$ cat config.mk
export PLATFORM = sky130hd
export DESIGN_NAME = spike_encoder_flat
export DESIGN_NICKNAME = d
export VERILOG_FILES = /design/src/rtl/snn_pkg.sv /design/src/rtl/spike_encoder_if.sv /design/src/rtl/spike_time_quantizer.sv /design/src/rtl/spike_encoder.sv /design/src/flat_wrapper.sv
export SDC_FILE = /design/constraint.sdc
export NUM_CORES = 1
export LEC_CHECK = 0
export BUFFER_PORTS_ARGS = -buffer_cell sky130_fd_sc_hd__buf_2
export CORE_MARGIN = 1
export CORE_UTILIZATION = 55
export DETAILED_ROUTE_END_ITERATION = 10
export PLACE_DENSITY_LB_ADDON = 0.1
export SETUP_SLACK_MARGIN = 0.2
export SYNTH_ARGS = -nofsm -noshare
export SYNTH_HDL_FRONTEND = slang
export SYNTH_SLANG_ARGS = --single-unit
$ cat constraint.sdc
create_clock -name clk -period 3.75 [get_ports clk]
set_input_delay 0.1875 -clock clk [delete_from_list [all_inputs] [get_ports clk]]
set_output_delay 0.1875 -clock clk [all_outputs]
set_load 0.1 [all_outputs]
$ cat src/rtl/snn_pkg.sv
// Shared types and default sizing for the spiking layer front end.
// Default sizes come from the NUM_SPIKES / TIME_PERIOD / LOG_TIME_PERIOD macros.
`ifndef NUM_SPIKES
`define NUM_SPIKES 4
`endif
`ifndef TIME_PERIOD
`define TIME_PERIOD 8
`endif
`ifndef LOG_TIME_PERIOD
`define LOG_TIME_PERIOD 3
`endif

package snn_pkg;

  localparam int unsigned NUM_SPIKES_DEF  = `NUM_SPIKES;
  localparam int unsigned TIME_PERIOD_DEF = `TIME_PERIOD;
  localparam int unsigned TW_DEF          = `LOG_TIME_PERIOD + 1;

  typedef logic [TW_DEF-1:0] spike_time_t;

  localparam spike_time_t NO_SPIKE = spike_time_t'(TIME_PERIOD_DEF);

  typedef enum logic {FILL, FULL} fill_state_t;

endpackage

$ cat src/rtl/spike_encoder_if.sv
// Pixel stream handshake between the pixel source and the spike encoder.
interface spike_encoder_if #(
  parameter int unsigned PIX_W = 8
);
  logic             pix_valid;
  logic             pix_ready;
  logic [PIX_W-1:0] pix_data;
  logic             pix_last;

  modport master (output pix_valid, output pix_data, output pix_last, input pix_ready);
  modport slave  (input pix_valid, input pix_data, input pix_last, output pix_ready);
endinterface

$ cat src/rtl/spike_time_quantizer.sv
// Combinational pixel-intensity to spike-time map; brighter pixels fire earlier.
// SPIKE_ENC_THRESHOLD_EN: pixels below SPIKE_THRESH encode no-spike.
module spike_time_quantizer
  import snn_pkg::*;
#(
  parameter int unsigned TIME_PERIOD  = TIME_PERIOD_DEF,
  parameter int unsigned TW           = TW_DEF,
  parameter int unsigned PIX_W        = 8,
  parameter int unsigned SPIKE_THRESH = 16
) (
  input  logic [PIX_W-1:0] pix_data,
  output logic [TW-1:0]    spike_time
);

  localparam int unsigned PW = PIX_W + TW;

  logic [PW-1:0] prod;
  logic [TW-1:0] quant;

  // pix * TIME_PERIOD < 2^PIX_W * TIME_PERIOD, so the shifted product fits in TW bits
  assign prod  = PW'(pix_data) * PW'(TIME_PERIOD);
  assign quant = TW'(TW'(TIME_PERIOD - 1) - TW'(prod >> PIX_W));

`ifdef SPIKE_ENC_THRESHOLD_EN
  assign spike_time = (pix_data < PIX_W'(SPIKE_THRESH)) ? TW'(TIME_PERIOD) : quant;
`else
  logic unused_thresh;
  assign unused_thresh = (SPIKE_THRESH != 0);
  assign spike_time    = quant;
`endif

endmodule

$ cat src/rtl/spike_encoder.sv
// Double-buffered spike encoder: fills one frame of spike times while presenting the
// previous one, swapping at the time_val wrap. Option: SPIKE_ENC_THRESHOLD_EN.
module spike_encoder
  import snn_pkg::*;
#(
  parameter int unsigned NUM_SPIKES   = `NUM_SPIKES,
  parameter int unsigned TIME_PERIOD  = `TIME_PERIOD,
  parameter int unsigned TW           = `LOG_TIME_PERIOD + 1,
  parameter int unsigned PIX_W        = 8,
  parameter int unsigned SPIKE_THRESH = 16
) (
  input  logic                             clk,
  input  logic                             rst_l,
  input  logic [TW-1:0]                    time_val,
  spike_encoder_if.slave                   pix,
  output logic [NUM_SPIKES-1:0][TW-1:0]    spike_times,
  output logic                             frame_valid,
  output logic                             frame_start,
  output logic                             frame_err
);

  localparam int unsigned IW = (NUM_SPIKES > 1) ? $clog2(NUM_SPIKES) : 1;
  localparam logic [TW-1:0] NoSpike = TW'(TIME_PERIOD);
  localparam logic [IW-1:0] LastIdx = IW'(NUM_SPIKES - 1);

  fill_state_t                      state_q, state_d;
  logic [IW-1:0]                    idx_q, idx_d;
  logic [NUM_SPIKES-1:0][TW-1:0]    fill_q, fill_d, pres_q, pres_d;
  logic                             valid_q, valid_d, start_q, start_d, err_q, err_d;
  logic [TW-1:0]                    pix_time;
  logic                             accept, swap, at_last;

  spike_time_quantizer #(
    .TIME_PERIOD  (TIME_PERIOD),
    .TW           (TW),
    .PIX_W        (PIX_W),
    .SPIKE_THRESH (SPIKE_THRESH)
  ) u_quant (
    .pix_data   (pix.pix_data),
    .spike_time (pix_time)
  );

  assign pix.pix_ready = rst_l && (state_q == FILL);
  assign accept        = pix.pix_valid && pix.pix_ready;
  assign swap          = (time_val == TW'(TIME_PERIOD - 1));
  assign at_last       = (idx_q == LastIdx);

  always_comb begin
    state_d = state_q;
    idx_d   = idx_q;
    fill_d  = fill_q;
    pres_d  = pres_q;
    valid_d = valid_q;
    start_d = 1'b0;
    err_d   = 1'b0;

    // Swap only moves a FULL buffer, accept needs FILL: the two never collide.
    if (swap) begin
      if (state_q == FULL) begin
        pres_d  = fill_q;
        valid_d = 1'b1;
        start_d = 1'b1;
        state_d = FILL;
        idx_d   = '0;
      end else begin
        for (int i = 0; i < NUM_SPIKES; i++) pres_d[i] = NoSpike;
        valid_d = 1'b0;
      end
    end

    if (accept) begin
      fill_d[idx_q] = pix_time;
      if (at_last || pix.pix_last) begin
        state_d = FULL;
        err_d   = !(at_last && pix.pix_last);
        for (int i = 0; i < NUM_SPIKES; i++) begin
          if (IW'(i) > idx_q) fill_d[i] = NoSpike;
        end
      end else begin
        idx_d = idx_q + IW'(1);
      end
    end
  end

  always_ff @(posedge clk) begin
    if (!rst_l) begin
      state_q <= FILL;
      idx_q   <= '0;
      valid_q <= 1'b0;
      start_q <= 1'b0;
      err_q   <= 1'b0;
      for (int i = 0; i < NUM_SPIKES; i++) begin
        fill_q[i] <= NoSpike;
        pres_q[i] <= NoSpike;
      end
    end else begin
      state_q <= state_d;
      idx_q   <= idx_d;
      valid_q <= valid_d;
      start_q <= start_d;
      err_q   <= err_d;
      fill_q  <= fill_d;
      pres_q  <= pres_d;
    end
  end

  assign spike_times = pres_q;
  assign frame_valid = valid_q;
  assign frame_start = start_q;
  assign frame_err   = err_q;

endmodule
$ cat src/flat_wrapper.sv
// flat-port wrapper written by rule: the top's interface ports become plain ports
module spike_encoder_flat import snn_pkg::*;
#(
  parameter int unsigned NUM_SPIKES   = `NUM_SPIKES,
  parameter int unsigned TIME_PERIOD  = `TIME_PERIOD,
  parameter int unsigned TW           = `LOG_TIME_PERIOD + 1,
  parameter int unsigned PIX_W        = 8,
  parameter int unsigned SPIKE_THRESH = 16
)
  (clk, rst_l, time_val, spike_times, frame_valid, frame_start, frame_err, pix_pix_valid, pix_pix_data, pix_pix_last, pix_pix_ready);
  spike_encoder_if #(.PIX_W(PIX_W)) pix_i ();
  input  logic clk;
  input  logic rst_l;
  input  logic [TW-1:0] time_val;
  output logic [NUM_SPIKES-1:0][TW-1:0] spike_times;
  output logic frame_valid;
  output logic frame_start;
  output logic frame_err;
  input wire logic [$bits(pix_i.pix_valid)-1:0] pix_pix_valid;
  input wire logic [$bits(pix_i.pix_data)-1:0] pix_pix_data;
  input wire logic [$bits(pix_i.pix_last)-1:0] pix_pix_last;
  output wire logic [$bits(pix_i.pix_ready)-1:0] pix_pix_ready;
  assign pix_i.pix_valid = pix_pix_valid;
  assign pix_i.pix_data = pix_pix_data;
  assign pix_i.pix_last = pix_pix_last;
  assign pix_pix_ready = pix_i.pix_ready;
  spike_encoder #(.NUM_SPIKES(NUM_SPIKES), .TIME_PERIOD(TIME_PERIOD), .TW(TW), .PIX_W(PIX_W), .SPIKE_THRESH(SPIKE_THRESH)) u_core (.clk(clk), .rst_l(rst_l), .time_val(time_val), .pix(pix_i), .spike_times(spike_times), .frame_valid(frame_valid), .frame_start(frame_start), .frame_err(frame_err));
endmodule
Word-level counts from Yosys, hierarchy flattened

Cells that the tools add are included.

Memory bits (read-only): 0
Bits in latches: 0
Register bits after elaboration: 38
Memories kept: 0
RAM bits: 0

Shifts and indexed selects: 0
Divide/modulo/power cells: 0
Eq/ne operators: 2
$lt $le $gt $ge: 6
Bitwise operators: 1
Mux-type cells: 17
$mul: 0
Reductions and logical operators: 8
Add/sub/neg operators: 2

Operators by type and width:

| kind                                                                                | number |
|---|---|
| 16-bit 2-to-1 mux                                                                   | 2 |
| 4-bit 2-to-1 mux                                                                    | 5 |
| 16-bit bitwise mux                                                                  | 1 |
| 4-bit demux with 2-bit select                                                       | 1 |
| 2-bit 2-to-1 mux                                                                    | 4 |
| 4-bit by 3-bit == test with 1-bit output, second input constant                     | 1 |
| 1-bit by 2-bit > comparator with 1-bit output, first input constant                 | 2 |
| 2-bit > comparator, first input constant                                            | 2 |
| 1-bit logical AND                                                                   | 4 |
| 1-bit 2-to-1 mux                                                                    | 4 |
| 3-bit by 3-bit subtractor with 4-bit output, first input constant                   | 1 |
| 2-bit by 3-bit < comparator with 1-bit output, second input constant                | 1 |
| 3-bit AND reduction                                                                 | 1 |
| 2-bit by 1-bit adder with 2-bit output, second input constant                       | 1 |
| 2-bit == test, second input constant                                                | 1 |
| 2-bit by 1-bit greater-or-equal comparator with 1-bit output, second input constant | 1 |
| 2-bit AND reduction                                                                 | 1 |
| 1-bit zero test                                                                     | 1 |
| 1-bit logical OR                                                                    | 1 |
| 1-bit inverter                                                                      | 1 |

Logic depth before layout (Yosys ltp)

Depth in word-level cells: 7
Mapped depth: 6
Depth with buffers taken out: 5

Hierarchy

A second synthesis with hierarchy kept.

Cells, all modules: 150
Area, all modules: 1531.5 µm²

Modules (own cells, without submodules):

| module               | cells an instance | instances | sequential area each (µm²) | area an instance (µm²) |
|---|---|---|---|---|
| spike_encoder        | 145               | 1         | 760.7                      | 1508.9 |
| spike_time_quantizer | 5                 | 1         | 0.0                        | 22.5 |

Least setup slack after synthesis

Ideal clock, no wire load.

Path kind: input to output
Start: input rst_l
End: output pix_pix_ready
Stages on the path: 3
Arrival time: 1893 ps
Setup slack: 1670 ps
Required time: 3562 ps
Cells stage by stage: buf_2 buf_2 nor2b_1

Cells in the longest elaborated chain, start to end: 1

RTL lines:

| element           | line                | text |
|---|---|---|
| from (decl)       | flat_wrapper.sv:13  | `input logic rst_l;` |
| 1-bit logical AND | spike_encoder.sv:43 | `assign pix.pix_ready = rst_l && (state_q == FILL);` |
| to (decl)         | flat_wrapper.sv:22  | `output wire logic [$bits(pix_i.pix_ready)-1:0] pix_pix_ready;` |

No other way between the ends.

Final worst setup path

Start: register u_core.idx_q[1]
End: register u_core.fill_q[4] in the netlist's numbering

Cells in the longest elaborated chain, start to end: 7

RTL lines:

| element                                                                                                                                             | line                 | text |
|---|---|---|
| from (decl)                                                                                                                                         | spike_encoder.sv:27  | `logic [IW-1:0] idx_q, idx_d;` |
| from (signal assigned)                                                                                                                              | spike_encoder.sv:98  | `idx_q <= idx_d;` |
| 2-bit by 3-bit < comparator with 1-bit output (not written as such) or 2-bit by 1-bit greater-or-equal comparator with 1-bit output (tied branches) | spike_encoder.sv:72  | `fill_d[idx_q] = pix_time;` |
| 1-bit logical AND (not written as such)                                                                                                             | spike_encoder.sv:72  |  |
| 4-bit 2-to-1 mux (not written as such)                                                                                                              | spike_encoder.sv:72  |  |
| 4-bit demux with 2-bit select                                                                                                                       | --                   |  |
| 16-bit bitwise mux                                                                                                                                  | spike_encoder.sv:72  |  |
| 4-bit 2-to-1 mux                                                                                                                                    | spike_encoder.sv:77  | `if (IW'(i) > idx_q) fill_d[i] = NoSpike;` |
| 16-bit 2-to-1 mux *                                                                                                                                 | spike_encoder.sv:73  | `if (at_last \|\| pix.pix_last) begin` |
| to (signal, indexed assignment)                                                                                                                     | spike_encoder.sv:93  | `fill_q[i] <= NoSpike;` |
| to (signal assigned)                                                                                                                                | spike_encoder.sv:102 | `fill_q <= fill_d;` |
| to (decl)                                                                                                                                           | spike_encoder.sv:28  | `logic [NUM_SPIKES-1:0][TW-1:0] fill_q, fill_d, pres_q, pres_d;` |

Every way passes the cells marked *; elsewhere a longest branch is shown, timed or not.
A chain may end at the register's enable or synchronous reset.

==> out/metrics.yaml <==
ys_ff_latch: 38
whs_ps: 9.98
cpMaxStageDelayCell: "nor2_1"
critPathCaptureType: "register"
syn_area_per_cell_sq_um: 10.6
drt_iter0_drc: 26
hold_buffers: 0
grt_pass1_wl_um: 4510
startpoint_type: "register"
hp-class: "in2reg"
dp.cells: 188
vias_per_cell: 5.81
netlist_instances: 137
ir_drop_mv: 0.317
yosys-top-cells-area: "dfxtp_1, a22o_1, ha_1"
synth_top_area_share_pct: 52.2
max_freq_ghz: 0.575
path_class: "reg2reg"
crit_fanout: 11
synth_ff_type: "dfxtp_1"
ant_nets: 0
cap_violations: 0
cts.sinks: 38
cts_buffers: 5
syn_nets: 159
setup_viol: 0
final_area_sq_mm: 0.00166
cts_tree: "yes"
grt_setup_unrepaired: "false"
total_power_mw: 0.717
place_area_sq_mm: 0.00160
max_stage_delay_ps: 490
instances_no_fill: 196
io-pin-count: 36
cts.clk_slew.worst_paths_ps: 120
cellPowerDensity_mw_per_mm2: 431
port_buffers: 30
post_cts_buffers: 0
fp.dieH_um: 53.5
die_area_sq_mm: 0.00286
filler_cell_count: 194
antennaDiodeCount: 0
cts_resized: 0
detail_route.wl_per_cell_um: 15.0
final_nets: 187
ys_async_sr_fraction_pct: 0
yosys-top-cells-count: "dfxtp_1, a22o_1, nand2_1, nor2_1"
yosys.area.top_type: "dfxtp_1"
cp.required_ps: 4030
cp.arrival_ps: 2020
finalCritPeriodShare_pct: 46.3
synth-seq-area-share_pct: 52.2
rows: 18
fin_ws_ps: 2010
synth_most_common_cell: "dfxtp_1"
finalSetupTns_ps: 0
final_core_util_pct: 66.6
antenna_found_initial: 0
place_ws_ps: 2050
yosysWarnings: 0
slew_violations: 0
syn-cell-area_sq_mm: 0.00146
clockBufferDepth: 2
clk-insertion-delay-late_ps: 360
cts_htree_levels: 2
hold_viol: 0
drc: 0
dieWidth_um: 53.5
yosysUniqueCellTypes: 33
area_delta_synth_final_pct: 14.3
gp_congestion: 0.899
grt_pass1_vias: 1017
synth_edf_count: 0
hpwlAfterDp_um: 2000
crit_chain: "ha_1, nor2_1, o21ai_0, a211oi_1"
initial_core_util_pct: 58.3
grt_util_all_layers_pct: 22.9
outcome: "finished, final reports clean"
slew-limit-headroom_pct: 57.8
leakagePower_nw: 0.774
cts-root-buf: "clkbuf_4"
drive_gt1_share_pct: 25.9
grt_overflow: 0
drt_wl_total_um: 2940
grt_max_degree: 27
via_count: 1138
tightest_slew_ps: 631
core-area_sq_mm: 0.00250
firstDrtPassIters: 4
skew_ps: 6.44
period_minus_slack_ps: 1740
## logic make-up (layout without fill, tap and decap cells)
family / count (synthesis) / in the layout / synth area share, %
compound gates: 42 / 42 / 23.6
fa+ha+maj: 6 / 6 / 5.15
buf+inv: 13 / 42 / 4.04
flops: 38 / 38 / 52.2
simple gates: 38 / 38 / 15.0
## flip-flops by register name (all words and copies together), names as in the netlist, named ones only
signal              count
u_core.fill_q          15
u_core.frame_err        1
u_core.frame_start      1
u_core.frame_valid      1
u_core.idx_q            2
u_core.spike_times     16
u_core.state_q          1
## path summary, 6_finish.rpt
kind / start / endpoint / slack [ps] / depth (start not counted)
worst max register to register: u_core.idx_q[1] / u_core.fill_q[4] / 2010 / 4
worst min register to register: u_core.fill_q[3] / u_core.fill_q[3] / 470 / 2
worst min-delay path: pix_pix_last / u_core.frame_err / 10 / 2
worst max-delay path: u_core.idx_q[1] / u_core.fill_q[4] / 2010 / 4
## critical path, delay by kind of cell, from the launching register on
kind,cells,cell delay (ps)
simple gates,1,490
flops,1,420
compound gates,2,510
fa+ha+maj,1,230
## routing by layer
metal | GRT usage [%] | part of all wire, % | vias to the layer above
met5 | 0 | 0 | -
met3 | 6.32 | 4.8 | 6
met2 | 36.0 | 46 | 29
li1 | - | - | 566
met4 | 14.5 | 1.4 | 0
met1 | 26.9 | 48 | 537
## cell type report
cell class | instances | area [sq um] | share of cell area [%]
Clock inverter | 2 | 12.5 | 0.752
Multi-Input combinational cell | 86 | 637 | 38.3
Sequential cell | 38 | 761 | 45.7
Tap cell | 30 | 37.5 | 2.26
Inverter | 4 | 15.0 | 0.902
Clock buffer | 6 | 51.3 | 3.08
Timing Repair Buffer | 30 | 150 | 9.02
## layout by cell type, fill, tap and decap left out, drive strengths merged
| cell type | n |
|---|---|
| dfxtp | 38 |
| buf | 30 |
| clkinv | 1 |
| o22a | 3 |
| and3 | 2 |
| a31oi | 1 |
| o41ai | 2 |
| a22o | 12 |
| inv | 4 |
| nor2 | 10 |
| and2 | 1 |
| o211a | 3 |
| nor2b | 1 |
| and4b | 4 |
| o211ai | 1 |
| clkbuf | 6 |
| a21boi | 2 |
| nand3 | 2 |
| a211oi | 6 |
| nand4b | 2 |
| a2bb2oi | 1 |
| clkinvlp | 1 |
| and3b | 2 |
| o21a | 1 |
| ha | 6 |
| o21ai | 3 |
| a41o | 2 |
| or3 | 1 |
| a31o | 4 |
| nand2 | 10 |
| nand3b | 2 |
| a21oi | 1 |
| or4 | 1 |
## power breakdown
group	switching, mW	internal (mW)	total [mW]
Clock	0.144	0.0900	0.234
Combinational	0.0407	0.0211	0.0618
Sequential	0.00823	0.413	0.422
Total	0.193	0.524	0.717
(Power assumes the default switching activity.)
